### src/rtl/axi_slave_wburst_gen.sv
// AXI4 slave write-burst engine: walks a W burst into a memory port
// and raises a B-channel response request when the burst completes.
module axi_slave_wburst_gen (
  input  logic        clk,
  input  logic        s_axi_aresetn,
  input  logic        aw_start,
  input  logic [31:0] aw_addr,
  input  logic [7:0]  aw_len,
  input  logic [2:0]  aw_size,
  input  logic [1:0]  aw_burst,
  input  logic [11:0] aw_id,
  input  logic        s_axi_wvalid,
  input  logic [31:0] s_axi_wdata,
  input  logic [3:0]  s_axi_wstrb,
  input  logic        s_axi_wlast,
  output logic        write_ready,
  input  logic        mem_ready,
  output logic        mem_we,
  output logic [31:0] mem_addr,
  output logic [31:0] mem_wdata,
  output logic [3:0]  mem_wstrb,
  output logic        b_req,
  output logic [11:0] b_id,
  output logic [1:0]  b_resp,
  input  logic        b_done,
  output logic        busy
);

  typedef enum logic [1:0] {
    IDLE,
    DATA,
    RESP
  } state_t;

  state_t      state;
  logic [31:0] addr_q;
  logic [7:0]  len_q;
  logic [7:0]  cnt_q;
  logic [2:0]  size_q;
  logic [1:0]  burst_q;
  logic [11:0] id_q;
  logic        err_q;

  logic        beat;
  logic        last;
  logic        wrap_ok;
  logic        start_err;
  logic [31:0] bytes;
  logic [31:0] mask;
  logic [31:0] inc;
  logic [31:0] next_addr;

  assign beat    = (state == DATA) & s_axi_wvalid & mem_ready;
  assign last    = (cnt_q == len_q);
  assign bytes   = 32'd1 << size_q;
  assign mask    = ((32'(len_q) + 32'd1) << size_q) - 32'd1;
  assign inc     = addr_q + bytes;
  assign wrap_ok = (len_q == 8'd1) | (len_q == 8'd3)
                 | (len_q == 8'd7) | (len_q == 8'd15);

  // Setup errors that are knowable from the AW fields alone.
  assign start_err = (aw_size > 3'd2)
                   | (aw_burst == 2'b11)
                   | ((aw_burst == 2'b10)
                      & ~((aw_len == 8'd1) | (aw_len == 8'd3)
                        | (aw_len == 8'd7) | (aw_len == 8'd15)));

  // Next beat address; bad WRAP and reserved bursts fall back to INCR.
  always_comb begin
    next_addr = inc;
    unique case (1'b1)
      (burst_q == 2'b00):
        next_addr = addr_q;
      ((burst_q == 2'b10) & wrap_ok):
        next_addr = (addr_q & ~mask) | (inc & mask);
      default:
        next_addr = inc;
    endcase
  end

  assign write_ready = (state == DATA) & mem_ready;
  assign mem_we      = beat & (size_q <= 3'd2);
  assign mem_addr    = addr_q;
  assign mem_wdata   = s_axi_wdata;
  assign mem_wstrb   = s_axi_wstrb;
  assign busy        = (state != IDLE);
  assign b_req       = (state == RESP);
  assign b_id        = id_q;
  assign b_resp      = (b_req & err_q) ? 2'b10 : 2'b00;

  // Burst FSM with latched AW context, beat counter and error flag.
  always_ff @(posedge clk or negedge s_axi_aresetn) begin
    if (!s_axi_aresetn) begin
      state   <= IDLE;
      addr_q  <= '0;
      len_q   <= '0;
      cnt_q   <= '0;
      size_q  <= '0;
      burst_q <= '0;
      id_q    <= '0;
      err_q   <= 1'b0;
    end else begin
      unique case (state)
        IDLE: begin
          if (aw_start) begin
            addr_q  <= aw_addr;
            len_q   <= aw_len;
            size_q  <= aw_size;
            burst_q <= aw_burst;
            id_q    <= aw_id;
            cnt_q   <= '0;
            err_q   <= start_err;
            state   <= DATA;
          end
        end
        DATA: begin
          if (beat) begin
            addr_q <= next_addr;
            cnt_q  <= cnt_q + 8'd1;
            if (s_axi_wlast != last)
              err_q <= 1'b1;
            if (last)
              state <= RESP;
          end
        end
        RESP: begin
          if (b_done)
            state <= IDLE;
        end
        default: state <= IDLE;
      endcase
    end
  end

endmodule

### config.mk
export PLATFORM = sky130hd
export DESIGN_NAME = axi_slave_wburst_gen
export DESIGN_NICKNAME = d
export VERILOG_FILES = /design/src/rtl/axi_slave_wburst_gen.sv
export SDC_FILE = /design/constraint.sdc
export NUM_CORES = 1
export LEC_CHECK = 0
export BUFFER_PORTS_ARGS = -buffer_cell sky130_fd_sc_hd__buf_2
export CAP_MARGIN = 30
export CORE_MARGIN = 2
export CORE_UTILIZATION = 30
export CTS_BUF_LIST = sky130_fd_sc_hd__clkbuf_8
export CTS_CLUSTER_DIAMETER = 60
export DETAILED_ROUTE_END_ITERATION = 10
export PLACE_DENSITY = 0.59
export REMOVE_ABC_BUFFERS = 1
export SETUP_SLACK_MARGIN = 0.5
export SLEW_MARGIN = 20
export SYNTH_ARGS = -nofsm -noshare
export SYNTH_HDL_FRONTEND = slang
export SYNTH_SLANG_ARGS = --single-unit
### constraint.sdc
create_clock -name clk -period 9.38 [get_ports clk]
set_input_delay 0.938 -clock clk [delete_from_list [all_inputs] [get_ports clk]]
set_output_delay 0.938 -clock clk [all_outputs]
set_load 0.01 [all_outputs]
# After elaboration in Yosys (flattened, before gate mapping)

Cells that the tools add are included.

Register bits after elaboration: 68
Word-level logic and storage cells: 83
Input port bits: 100
Output and inout bits: 86

Bitwise operators: 20
Equality and inequality tests: 21
Reduce and logical (&&, ||, !) cells: 9
Shift-type cells: 2
Magnitude comparators: 2
$add $sub $neg: 4
Mux-type cells: 17

Operator list:

| operator                                                              | number |
|---|---|
| 32-bit one-hot mux with 2 select lines                                | 2 |
| 32-bit AND                                                            | 2 |
| 32-bit two-way mux                                                    | 2 |
| 32-bit adder                                                          | 1 |
| 32-bit NOT                                                            | 1 |
| 32-bit OR                                                             | 1 |
| 1-bit by 3-bit left shift with 32-bit output, first input constant    | 1 |
| 9-bit by 3-bit left shift with 32-bit output                          | 1 |
| 32-bit by 1-bit subtractor with 32-bit output, second input constant  | 1 |
| 8-bit by 1-bit equality test with 1-bit output, second input constant | 2 |
| 8-bit by 2-bit equality test with 1-bit output, second input constant | 2 |
| 8-bit by 3-bit equality test with 1-bit output, second input constant | 2 |
| 8-bit by 4-bit equality test with 1-bit output, second input constant | 2 |
| 8-bit two-way mux                                                     | 2 |
| 8-bit one-hot mux with 2 select lines                                 | 1 |
| 4-bit AND reduction                                                   | 3 |
| 2-bit two-way mux                                                     | 5 |
| 8-bit by 1-bit adder with 9-bit output, second input constant         | 1 |
| 8-bit by 1-bit adder with 8-bit output, second input constant         | 1 |
| 2-bit equality test, second input constant                            | 4 |
| 8-bit equality test                                                   | 1 |
| 2-bit != test, second input constant                                  | 4 |
| 1-bit OR                                                              | 8 |
| 1-bit AND                                                             | 7 |
| other kinds (13)                                                      | 18 |

# Depth between registers and ports, before layout

Depth in word-level cells: 9
Depth in mapped cells: 18

# Worst setup path after synthesis

OpenSTA, ideal clock, no wires.

Path kind: reg-to-reg
Start: reg size_q[2]
End: reg with a tool-made name
Buffers on the path: 5
Period minus slack after synthesis: 3.657 ns
Setup time: 0.124 ns
Stages on the path, launching flop included: 19
Path slack: 5.723 ns
Required time: 9.256 ns
Arrival: 3.533 ns
Cell sequence: dfrtp_1 > clkbuf_1 > clkbuf_1 > clkbuf_1 > buf_1 > nor2_1 > nand2_1 > inv_1 > ha_1 > a21o_1 > a21oi_1 > nor2_1 > nor4b_1 > or3_1 > clkbuf_1 > nor2_1 > a41o_1 > a21oi_1 > a21oi_1

RTL lines:

| element                  | line | RTL |
|---|---|---|
| start: declaration       | 39   | `logic [2:0] size_q;` |
| start signal: assignment | 108  | `size_q <= aw_size;` |

==> impl_results.rst <==
.. list-table::
   :header-rows: 1

   * - Metric
     - Value
   * - Result of the run
     - completed
   * - Slew HR
     - 0.4352
   * - Cell count after placement
     - roughly 950
   * - Proportion of synthesized chip area in sequential cells
     - 0.2995
   * - Fin crit share
     - 0.4384
   * - Buffer cell driving the clock tree root
     - sky130_fd_sc_hd__clkbuf_8
   * - P&R area growth vs syn
     - 12.18%
   * - Total buffers and inverters traversed by the critical path
     - 0
   * - Number of distinct library cells after synthesis
     - 80
   * - Asr flop ratio synth
     - 1.000
   * - Global route overflow
     - 0
   * - Endpoints failing hold
     - 0
   * - P_leak
     - around 2.8 nW
   * - Worst VDD drop
     - between 0.0001 and 0.00015 V
   * - Instance count of the mapped netlist
     - between 600 and 700
   * - Slew at the pin with the worst max-slew slack
     - roughly 0.85 ns
   * - Yosys warnings
     - 0
   * - Combined area of all synthesized cells
     - roughly 0.0057 mm2
   * - CP Capture Type
     - flip-flop
   * - Die ar.
     - about 0.02 mm2
   * - Post-synth top flop
     - sky130_fd_sc_hd__dfrtp_1
   * - Top cell family by delay on the critical path
     - compound AO/OA/AOI/OAI gates
   * - Max-capacitance violation count
     - 0
   * - Initial core utilization
     - 0.3048
   * - Number of antenna violations at the first check in global routing
     - 0
   * - Startpoint class of the critical path
     - flip-flop
   * - Final-layout setup total negative slack
     - 0 ns
   * - Count of clock tree sinks
     - between 60 and 70
   * - Die Height
     - approximately 140 um
   * - HPWL after detailed placement
     - 13130 um
   * - Worst endpoint required time
     - between 9 and 10 ns
   * - Placeable Area
     - 0.01864 mm2
   * - Peak Freq
     - between 0.2 and 0.25 GHz
   * - H-tree lvl count
     - 3
   * - TritonCTS buffer count
     - 9
   * - Number of nets in the layout
     - about 850
   * - I/O Pins
     - approximately 190
   * - Number of synthesized flops with an enable pin
     - 0
   * - Classification of the worst-slack hold path
     - reg -> reg
   * - Worst path slowest cell
     - sky130_fd_sc_hd__dfrtp_1
   * - Worst clock skew on the final layout
     - between 0.01 and 0.015 ns
   * - Routed length per instance
     - 18.59 um
   * - Share of post-route cells with drive strength above 1
     - 0.2446
   * - Cts-stage hold buffer count
     - 0
   * - Number of global-route vias before repair
     - between 5000 and 6000
   * - Pin count of the biggest net entering global routing
     - 69
   * - First-pass GRT wire length
     - 28570 um
   * - Total of cells resized after clock tree synthesis
     - 0
   * - Latest clock arrival within the worst-skew pair
     - about 0.35 ns
   * - Number of antenna cells inserted
     - 0
   * - Tot GR Track Use
     - 0.1794
   * - Final std cells w/o fill
     - 970
   * - Critical path peak fanout
     - 16
   * - Cell Chain, Critical Path
     - ha_1, nand3_1, o21a_1, o32a_1, o311a_1, a2111o_1, nand2b_4, o31ai_4, o21ai_0, a22o_1
   * - Residual antenna-violating net count after detailed routing
     - 0
   * - Setup repair after global routing missed its margin
     - false
   * - Final period demand of the worst path
     - around 4 ns
   * - Detailed-router iteration count before antenna repair
     - 5
   * - First-iteration detailed-routing DRC count
     - 300
   * - Number of rows in the core area
     - 50
   * - Number of flip-flops and latches in the synthesized netlist
     - 68
   * - Clock tree from TritonCTS
     - built
   * - Finished Core Util
     - 0.3419
   * - Clock Path Buffers
     - 2
   * - Worst endpoint data arrival time
     - 4.36 ns
   * - Worst-path clk slew
     - 0.08 ns
   * - Die width
     - around 140 um
   * - # DRC
     - 0
   * - Weighted congestion reported at the end of routability-driven placement
     - 0.8723
   * - Highest cell delay on the worst timing path
     - 0.70 ns
   * - Final setup violation count
     - 0
   * - Synth top area cells
     - sky130_fd_sc_hd__dfrtp_1 (30%), sky130_fd_sc_hd__buf_4 (5.4%), sky130_fd_sc_hd__mux2_2 (5.4%), sky130_fd_sc_hd__a21oi_1 (4.4%), sky130_fd_sc_hd__nand2_1 (4.4%)
   * - Power density cells
     - approximately 350 mW/mm2
   * - Number of vias after detailed routing
     - about 5400
   * - Library cell occupying the most area in the post-synthesis netlist
     - sky130_fd_sc_hd__dfrtp_1
   * - Vias/cell
     - around 5.6
   * - Number of I/O port buffers
     - 112
   * - Post-CTS setup-driven buffer insertion count
     - 0
   * - Number of pins with negative max-slew slack in the final report
     - 0
   * - Mean cell area of the mapped netlist
     - around 8.4 um2
   * - Share of Yosys cell area claimed by the top area cell type
     - 0.2995
   * - Critical path type
     - reg -> reg
   * - Wire length reported by the detailed router
     - 18030 um
## kinds of logic after synthesis
kind of cell | count (synthesis) | share of synthesized area
simple gates | 231 | 0.2101
compound gates | 207 | 0.2521
buf+inv | 94 | 0.09403
flops | 68 | 0.2995
xor+xnor | 33 | 0.05087
mux | 31 | 0.06056
fa+ha+maj | 14 | 0.03215
other cells | 1 | 0.0006600
## path summary, 6_finish.rpt
| path | from | endpoint | slack (ns) | cells past startpoint |
|---|---|---|---|---|
| setup reg to reg | len_q[0] | flip-flop | 5.27 | 10 |
| hold / removal | b_id[6] | b_id[6] | 0.51 | 1 |
| min in group asynchronous | s_axi_aresetn | b_id[10] | 0.58 | 2 |
| setup / recovery | len_q[0] | flip-flop | 5.27 | 10 |
| hold reg to reg | b_id[6] | b_id[6] | 0.51 | 1 |
| max in group asynchronous | s_axi_aresetn | asynchronous set/reset pin | 8.22 | 3 |
## layer usage
layer,wire [um],vias up,global-route usage
met5,71,-,0.02757
met4,178,4,0.02842
met3,1471,19,0.05839
met2,7646,200,0.2626
met1,8661,2595,0.2592
li1,-,2579,-
## area by class of cell
cell class                 instances  area [um2]
timing repair buffer             121       640.6
tap                              234       292.8
fill                            1949       12270
sequential                        68        1702
clock buffer                      11       151.4
inverter                          14       52.55
multi-input combinational        517        3451
clock inverter                     5       83.83
## per-stage QoR
step	setup slack, ns	area, um2	power [mW]	hold slack, ns
after floorplan	5.854	5200	1.525	0.4961
after global routing	5.017	6374	2.437	0.5307
after global placement	5.376	6118	1.922	0.4860
after CTS	5.291	6354	2.234	0.5108
after detailed placement	5.294	6118	1.932	0.4904
final	5.268	6374	2.233	0.5084
## cell usage after synthesis (13+ instances only)
library cell               count
sky130_fd_sc_hd__dfrtp_1      68
sky130_fd_sc_hd__nand2_1      66
sky130_fd_sc_hd__a21oi_1      50
sky130_fd_sc_hd__nor2_1       48
sky130_fd_sc_hd__o21ai_0      43
sky130_fd_sc_hd__buf_4        41
sky130_fd_sc_hd__mux2_2       27
sky130_fd_sc_hd__clkbuf_1     21
sky130_fd_sc_hd__nand3_1      20
sky130_fd_sc_hd__xor2_1       20
sky130_fd_sc_hd__ha_1         13
sky130_fd_sc_hd__inv_1        13
sky130_fd_sc_hd__xnor2_1      13
## report_power, final
group | switching (mW) | total [mW] | internal [mW]
Combinational | 0.759 | 1.32 | 0.560
Clock | 0.125 | 0.290 | 0.165
Sequential | 0.201 | 0.623 | 0.422
Total | 1.09 | 2.23 | 1.15
## layout by cell type, fill, tap and decap left out, drive strengths merged, types with 5 or more instances in the layout
cell      n
o211ai    6
nor2b     9
xor2     20
o31ai    11
nand4     7
nand2    66
xnor2    13
clkbuf   11
a31oi     9
or4       5
a22o     11
nor4      7
or3       5
o22ai     7
mux2     27
o41ai     7
ha       13
nor2     48
buf     121
a21oi    50
dfrtp    68
and3     11
inv      13
a211oi    8
and2      8
nand3    21
a21o      8
o21a      5
o21ai    44
nand2b   12
nor3     10
Power figures use the tool's default switching activity.
